**config.mk**
```make
export PLATFORM = sky130hd
export DESIGN_NAME = mips_icache
export DESIGN_NICKNAME = d
export VERILOG_FILES = /design/src/rtl/mips_icache_pkg.sv /design/src/rtl/icache_line_store.sv /design/src/rtl/mips_icache.sv
export SDC_FILE = /design/constraint.sdc
export NUM_CORES = 1
export LEC_CHECK = 0
export CAP_MARGIN = 30
export CORE_MARGIN = 10
export CORE_UTILIZATION = 30
export CTS_CLUSTER_DIAMETER = 60
export CTS_CLUSTER_SIZE = 10
export DETAILED_ROUTE_END_ITERATION = 6
export PLACE_DENSITY_LB_ADDON = 0.05
export SLEW_MARGIN = 20
export SYNTH_ARGS = -nofsm -noshare
export SYNTH_HDL_FRONTEND = slang
export SYNTH_HIERARCHICAL = 1
export SYNTH_SLANG_ARGS = --single-unit
```
**constraint.sdc**
```tcl
create_clock -name clk -period 23.5 [get_ports clk]
set_input_delay 4.7 -clock clk [delete_from_list [all_inputs] [get_ports clk]]
set_output_delay 4.7 -clock clk [all_outputs]
set_load 0.1 [all_outputs]
```
**src/rtl/mips_icache_pkg.sv**
```systemverilog
// Shared types and widths for the direct-mapped instruction cache.
package mips_icache_pkg;

    typedef enum logic {
        S_IDLE  = 1'b0,
        S_FETCH = 1'b1
    } state_e;

    localparam int WORD_W          = 32;
    localparam int BLOCK_W         = 128;
    localparam int ADDR_W          = 30;
    localparam int BLOCK_ADDR_W    = 28;
    localparam int OFFSET_W        = 2;
    localparam int WORDS_PER_BLOCK = BLOCK_W / WORD_W;

endpackage

```
**src/rtl/icache_line_store.sv**
```systemverilog
// Valid/tag/data arrays with one fill port and a combinational lookup.
// Zero-cycle read, fill lands at the clock edge; no backpressure (fill is always accepted).
module icache_line_store
    import mips_icache_pkg::*;
#(
    parameter int NUM_BLOCKS = 8,
    parameter int INDEX_W    = $clog2(NUM_BLOCKS),
    parameter int TAG_W      = BLOCK_ADDR_W - INDEX_W
) (
    input  logic               clk_i,
    input  logic               rst_i,
    input  logic               fill_vld_i,
    input  logic [INDEX_W-1:0] fill_idx_i,
    input  logic [TAG_W-1:0]   fill_tag_i,
    input  logic [BLOCK_W-1:0] fill_dat_i,
    input  logic [INDEX_W-1:0] rd_idx_i,
    input  logic [TAG_W-1:0]   rd_tag_i,
    input  logic [OFFSET_W-1:0] rd_off_i,
    output logic               hit_o,
    output logic [WORD_W-1:0]  rd_dat_o
);

    logic [NUM_BLOCKS-1:0] valid_q;
    logic [NUM_BLOCKS-1:0] valid_d;
    logic [TAG_W-1:0]      tag_q  [NUM_BLOCKS];
    logic [WORDS_PER_BLOCK-1:0][WORD_W-1:0] data_q [NUM_BLOCKS];

    always_comb begin
        valid_d = valid_q;
        if (fill_vld_i) begin
            valid_d[fill_idx_i] = 1'b1;
        end
    end

    // Reset wins over a coincident fill, so an aborted refill never marks the line valid.
    always_ff @(posedge clk_i) begin
        if (rst_i) begin
            valid_q <= '0;
        end else begin
            valid_q <= valid_d;
        end
    end

    always_ff @(posedge clk_i) begin
        if (fill_vld_i && !rst_i) begin
            tag_q[fill_idx_i]  <= fill_tag_i;
            data_q[fill_idx_i] <= fill_dat_i;
        end
    end

    assign hit_o    = valid_q[rd_idx_i] && (tag_q[rd_idx_i] == rd_tag_i);
    assign rd_dat_o = data_q[rd_idx_i][rd_off_i];

endmodule

```
**src/rtl/mips_icache.sv**
```systemverilog
// Direct-mapped read-only I-cache: hits answer in the same cycle, misses refill a 128-bit block.
// Stalls the fetch stage (combinational proc_stall) until the block arrives from memory.
module mips_icache
    import mips_icache_pkg::*;
#(
    parameter int NUM_BLOCKS = 8
) (
    input  logic                    clk,
    input  logic                    rst,
    input  logic                    proc_read,
    input  logic                    proc_write,
    input  logic [ADDR_W-1:0]       proc_addr,
    input  logic [WORD_W-1:0]       proc_wdata,
    output logic                    proc_stall,
    output logic [WORD_W-1:0]       proc_rdata,
    output logic                    mem_read,
    output logic                    mem_write,
    output logic [BLOCK_ADDR_W-1:0] mem_addr,
    output logic [BLOCK_W-1:0]      mem_wdata,
    input  logic [BLOCK_W-1:0]      mem_rdata,
    input  logic                    mem_ready
);

    localparam int INDEX_W = $clog2(NUM_BLOCKS);
    localparam int TAG_W   = BLOCK_ADDR_W - INDEX_W;

    state_e                  state_q;
    logic                    mem_read_q;
    logic [BLOCK_ADDR_W-1:0] miss_addr_q;

    logic                    hit;
    logic [WORD_W-1:0]       rd_word;
    logic                    fill_vld;
    logic                    unused_inputs;

    icache_line_store #(
        .NUM_BLOCKS (NUM_BLOCKS),
        .INDEX_W    (INDEX_W),
        .TAG_W      (TAG_W)
    ) u_store (
        .clk_i      (clk),
        .rst_i      (rst),
        .fill_vld_i (fill_vld),
        .fill_idx_i (miss_addr_q[INDEX_W-1:0]),
        .fill_tag_i (miss_addr_q[BLOCK_ADDR_W-1:INDEX_W]),
        .fill_dat_i (mem_rdata),
        .rd_idx_i   (proc_addr[INDEX_W+OFFSET_W-1:OFFSET_W]),
        .rd_tag_i   (proc_addr[ADDR_W-1:INDEX_W+OFFSET_W]),
        .rd_off_i   (proc_addr[OFFSET_W-1:0]),
        .hit_o      (hit),
        .rd_dat_o   (rd_word)
    );

    // mem_ready outside FETCH is a stray pulse and must not touch the arrays.
    assign fill_vld = (state_q == S_FETCH) && mem_ready;

    always_ff @(posedge clk) begin
        if (rst) begin
            state_q    <= S_IDLE;
            mem_read_q <= 1'b0;
        end else begin
            case (state_q)
                S_IDLE: begin
                    if (proc_read && !hit) begin
                        miss_addr_q <= proc_addr[ADDR_W-1:OFFSET_W];
                        mem_read_q  <= 1'b1;
                        state_q     <= S_FETCH;
                    end
                end
                S_FETCH: begin
                    if (mem_ready) begin
                        mem_read_q <= 1'b0;
                        state_q    <= S_IDLE;
                    end
                end
                default: begin
                    mem_read_q <= 1'b0;
                    state_q    <= S_IDLE;
                end
            endcase
        end
    end

    assign proc_stall = proc_read && ((state_q != S_IDLE) || !hit);
    assign proc_rdata = hit ? rd_word : '0;

    assign mem_read  = mem_read_q;
    assign mem_addr  = miss_addr_q;
    assign mem_write = 1'b0;
    assign mem_wdata = '0;

    // The write side of the fetch interface is accepted but carries no meaning here.
    assign unused_inputs = ^{proc_write, proc_wdata};

endmodule

```
==> results of run 1 <==
## state kept, by name, summed over array words and instances (netlist names)
name             flops
mem_addr            28
mem_read             1
state_q              1
u_store/data_q    1024
u_store/tag_q      200
u_store/valid_q      8
## report_power, final
group	switching [W]	leakage, nW	internal (W)
Clock	0.000867	2.09	0.00122
Sequential	0.00000674	11.4	0.00249
Combinational	0.000223	4.71	0.000109
## worst min-delay path by stage
stage / startpoint / to / cells after the start
after floorplan: u_store/valid_q[1] / u_store/valid_q[1] / 1
after global placement: u_store/valid_q[7] / u_store/valid_q[7] / 1
after detailed placement: u_store/valid_q[7] / u_store/valid_q[7] / 1
after CTS: u_store/valid_q[7] / u_store/valid_q[7] / 1
after global routing: u_store/valid_q[0] / u_store/valid_q[0] / 1
final: u_store/valid_q[5] / u_store/valid_q[5] / 1
## cells by family (layout without fill, tap and decap cells)
| group | Yosys count | after routing | share of synthesized area, % |
|---|---|---|---|
| AO/OA/AOI/OAI | 45 | 45 | 0.675 |
| XOR/XNOR | 22 | 22 | 0.394 |
| buffers and inverters | 227 | 490 | 2.86 |
| flip-flops | 1262 | 1262 | 77.2 |
| multiplexers | 442 | 442 | 18.0 |
| other | 1 | 132 | 0.00766 |
| AND/OR/NAND/NOR | 71 | 71 | 0.884 |
## metrics by stage
| step | setup slack [ps] | power, W |
|---|---|---|
| 6_report | 8700 | 0.00491 |
| 2_1_floorplan | 2980 | 0.00278 |
| 5_1_grt | 8390 | 0.00509 |
| 3_3_place_gp | 8090 | 0.00287 |
| 4_1_cts | 8520 | 0.00500 |
| 3_5_place_dp | 8490 | 0.00288 |
## area by class of cell
type                    instances  area, sq um  share of cell area, %
diodes                          3         7.51                 0.0129
clock buffers                 183         4060                   6.99
clock inverters                28          215                  0.371
inverters                       2         7.51                 0.0129
multi-input cells             709        10300                   17.7
flip-flops and latches       1262        37800                   65.1
well taps                    2175         2720                   4.69
repair buffers                277         2970                   5.11
## cell usage in the layout (no fill, tap or decap), types with 2 or more instances in the layout
cell                n
a21o_1              8
a21oi_1             4
a221oi_1           10
a22oi_1             8
and2_1             31
and2_2              3
and3_1              4
buf_12              8
buf_16             11
buf_4              34
buf_6               3
buf_8               2
clkbuf_1           24
clkbuf_16         158
clkdlybuf4s50_1   218
clkinv_1           10
clkinv_2            5
clkinv_8            2
clkinvlp_4          2
conb_1            129
dfxtp_1            10
diode_2             3
edfxtp_1         1252
inv_6               9
mux2_2             50
mux2i_1            48
mux4_2            344
nand2_1             4
nand2b_1            3
nand3_1             2
nand4_1             4
nor2_1              2
nor2_4              6
nor4_1              2
nor4_2              3
o22a_1              2
o22ai_1             9
xnor2_1            22
## per-layer routing
layer / part of all wire (%) / global-route usage [%]
met5: 0.12 / 0
met4: 2.0 / 3.25
met3: 4.1 / 3.08
met2: 52 / 25.0
met1: 42 / 17.4
## worst max-delay path: stages
cell,delay (ps)
buf_8,550
buf_4,700
buf_4,690
buf_4,560
buf_16,300
mux4_2,370
mux4_2,530
mux2_2,340
and2_1,170
clkdlybuf4s50_1,990
==> flow_metrics.env, run 1 <==
export IMPL_yosys_top_cells_area="edfxtp_1, mux4_2, buf_4"
export IMPL_start_kind="input pin"
export IMPL_portBuffers=223
export IMPL_grt_pass1_wl_mm=181
export IMPL_finalCriticalPeriod_ps=14800
export IMPL_synth_common_cells="edfxtp_1, mux4_2, buf_4, mux2_2, mux2i_1"
export IMPL_yosysTopAreaCell="edfxtp_1"
export IMPL_cts_root_buf="clkbuf_16"
export IMPL_synthDistinctLibCells=39
export IMPL_worst_pin_slew_ps=1020
export IMPL_post_route_period_util_pct=63.0
export IMPL_maxCapViolations=0
export IMPL_outcome="finished clean"
export IMPL_r2r_setup_slack_ps=19900
export IMPL_ys_seq_area_share_pct=77.2
export IMPL_power_leakage_nw=18.2
export IMPL_syn2layout_area_growth_pct=18.6
export IMPL_firstDrtPassIters=6
export IMPL_relSlewSlack_pct=31.5
export IMPL_hold_viol=0
export IMPL_grt_pass1_vias=24000
export IMPL_final_cells=4639
export IMPL_globalplace_congestion=0.674
export IMPL_placed_area_sq_um=53700
export IMPL_worstPathRequired_ps=18800
export IMPL_avgRoutedWirePerCell_um=27.5
export IMPL_drc=0
export IMPL_postSynthCellCount=2070
export IMPL_mappedNetlistArea_sq_um=48900
export IMPL_max_freq_ghz=0.0676
export IMPL_num_vias=21700
export IMPL_cts_buffer_depth=3
export IMPL_die_area_sq_um=180000
export IMPL_nets=2598
export IMPL_report_final_setup_viol=0
export IMPL_pwr_density_cell_nw_per_um2=84.5
export IMPL_insertion_delay_ps=750
export IMPL_rows=148
export IMPL_rr_startpoint="u_store/tag_q[2][16]"
export IMPL_crit_type="in -> out"
export IMPL_synth_flop_cell="edfxtp_1"
export IMPL_hold_path_class="reg -> reg"
export IMPL_crit_fanout=76
export IMPL_cts_clk_slew_worst_paths_ps=50
export IMPL_viasPerCell=4.67
export IMPL_rsz0062_at_grt="no"
export IMPL_cts_sinks=1262
export IMPL_cts_hold_buf=0
export IMPL_design_area_sq_um=58100
export IMPL_grt_remaining_overflow=0
export IMPL_postRouteAntennaNets=0
export IMPL_hpwlAfterDp_mm=71.7
export IMPL_arrival_ps=10100
export IMPL_initial_core_util_pct=30.1
export IMPL_endpoint="proc_rdata[12]"
export IMPL_worstSetupEndpointType="output port"
export IMPL_final_max_slew_violation_count=0
export IMPL_postSynthAreaPerCell_sq_um=23.6
export IMPL_fillers=15000
export IMPL_cts_setup_buffers=0
export IMPL_peakVddDrop_mv=0.0740
export IMPL_ctsResizeCount=0
export IMPL_reg2regPathDepth=10
export IMPL_r2r_end="state_q"
export IMPL_finalClockSkew_ps=18.2
export IMPL_drive_gt1_share_pct=26.2
export IMPL_synth_edf_count=1252
export IMPL_utilization_pct=35.8
export IMPL_track_usage_pct=14.1
export IMPL_numCtsBuffers=151
export IMPL_htreeDepth=4
export IMPL_drtIter0Drc=1300
export IMPL_yosysWarnings=6
export IMPL_yosysMostFrequentCell="edfxtp_1"
export IMPL_die_h_um=424
export IMPL_core_area_sq_um=162000
export IMPL_dp_cells=4422
export IMPL_die_w_um=424
export IMPL_antenna_found_initial=36
export IMPL_tns_ps=0
export IMPL_grt_max_degree=116
export IMPL_drt_total_wl_mm=128
export IMPL_synthArstFlopShare_pct=0
export IMPL_cts_tree="yes"
export IMPL_startpoint="proc_addr[3]"
export IMPL_io_pins=386
export IMPL_synth_seq_cells=1262
export IMPL_hold_slack_ps=451
export IMPL_yosysTopAreaCellShare_pct=76.8
No activity file was read; power rests on OpenSTA's default activity.
==> inputs of run 2 (changes only) <==
Clock period 23.5 ns to 11.95 ns, I/O delays scaled along.
==> flow_metrics.env, run 2 (same netlist as run 1, synthesis figures left out) <==
export IMPL_cts_sinks=1262
export IMPL_dp_worst_setup_slack_ps=1900
export IMPL_start_kind="input pin"
export IMPL_final_cell_mix="edfxtp_1, mux4_2, clkdlybuf4s50_1"
export IMPL_cts_root_buf="clkbuf_16"
export IMPL_hpwlAfterDp_mm=70.9
export IMPL_crit_fanout=75
export IMPL_globalplace_congestion=0.672
export IMPL_core_area_sq_um=162000
export IMPL_numCtsBuffers=149
export IMPL_rsz0062_at_grt="no"
export IMPL_track_usage_pct=14.0
export IMPL_hold_path_class="reg -> reg"
export IMPL_cts_hold_buf=0
export IMPL_nets=2589
export IMPL_grt_max_degree=110
export IMPL_num_vias=21700
export IMPL_grt_remaining_overflow=0
export IMPL_finalCriticalPeriod_ps=9850
export IMPL_worstSetupEndpointType="output port"
export IMPL_largest_register="u_store/data_q"
export IMPL_hold_viol=0
export IMPL_htreeDepth=4
export IMPL_largest_reg_flops=1024
export IMPL_max_freq_ghz=0.102
export IMPL_cts_setup_buffers=0
export IMPL_peakVddDrop_mv=0.129
export IMPL_report_final_setup_viol=0
export IMPL_power_leakage_nw=18.0
export IMPL_portBuffers=223
export IMPL_rows=148
export IMPL_tns_ps=0
export IMPL_viasPerCell=4.69
export IMPL_die_area_sq_um=180000
export IMPL_die_h_um=424
export IMPL_drive_gt1_share_pct=25.7
export IMPL_io_pins=386
export IMPL_finalClockSkew_ps=13.0
export IMPL_drt_total_wl_mm=128
export IMPL_postRouteAntennaNets=0
export IMPL_fin_ws_ps=2100
export IMPL_ctsResizeCount=0
export IMPL_avgRoutedWirePerCell_um=27.7
export IMPL_final_max_slew_violation_count=0
export IMPL_firstDrtPassIters=7
export IMPL_layout_commonest_cell="edfxtp_1"
export IMPL_post_route_period_util_pct=82.4
export IMPL_hold_slack_ps=453
export IMPL_fillers=15000
export IMPL_insertion_delay_ps=730
export IMPL_cts_tree="yes"
export IMPL_worstPathRequired_ps=9560
export IMPL_die_w_um=424
export IMPL_syn2layout_area_growth_pct=18.0
export IMPL_relSlewSlack_pct=31.1
export IMPL_maxCapViolations=0
export IMPL_antenna_found_initial=31
export IMPL_pwr_density_cell_nw_per_um2=166
export IMPL_grt_pass1_vias=24100
export IMPL_worst_pin_slew_ps=1030
export IMPL_outcome="finished clean"
export IMPL_crit_type="in -> out"
export IMPL_initial_core_util_pct=30.1
export IMPL_drtIter0Drc=1338
export IMPL_cts_buffer_depth=3
export IMPL_cts_clk_slew_worst_paths_ps=50
export IMPL_arrival_ps=7460
export IMPL_grt_pass1_wl_mm=181
export IMPL_drc=0
## run 2: critical path, cell delays in order
cell and delay [ps]:
buf_8 580, buf_4 710, mux2_2 400, o22ai_1 170, a221oi_1 120, xnor2_1 310, nand4_1 220, nor4_2 440
buf_4 460, and2_1 330, clkdlybuf4s50_1 1190
## run 2: layer usage
layer	track usage [%]	up-vias	part of all wire, %
li1	-	9134	-
met1	17.6	11800	42
met2	24.7	460	52
met3	2.88	241	4.0
met4	3.61	12	2.3
met5	0	-	0.046
## run 2: power by group
part	internal [W]	total [W]	switching (W)
Sequential	0.00489	0.00490	0.0000132
Combinational	0.000211	0.000647	0.000436
Clock	0.00239	0.00404	0.00165
Total	0.00749	0.00959	0.00210
## run 2: layout make-up
cell class / count / area [sq um] / share of cell area [%]
antenna: 5 / 12.5 / 0.0217
clock buffer: 177 / 4000 / 6.93
clock inverter: 20 / 173 / 0.299
inverter: 2 / 7.51 / 0.0130
multi-input combinational: 709 / 10300 / 17.9
sequential: 1262 / 37800 / 65.4
tap: 2175 / 2720 / 4.71
timing repair buffer: 270 / 2720 / 4.72
## run 2: final timing paths
kind,startpoint,end,slack (ps),cells past startpoint
worst max-delay path,proc_addr[2],proc_rdata[22],2100,11
worst max register to register,u_store/tag_q[7][16],state_q,8100,10
worst min-delay path,u_store/valid_q[0],u_store/valid_q[0],450,1
worst min register to register,u_store/valid_q[0],u_store/valid_q[0],450,1
## run 2: per-stage QoR
step | std cells | instance area, sq um | utilization [%] | power, W
global route | 4617 | 57700 | 35.6 | 0.00996
detailed placement | 4418 | 53600 | 33.0 | 0.00566
finish | 4620 | 57800 | 35.6 | 0.00959
CTS | 4615 | 57700 | 35.6 | 0.00978
floorplan | 2198 | 49400 | - | 0.00547
global placement | 4414 | 53500 | 32.9 | 0.00565
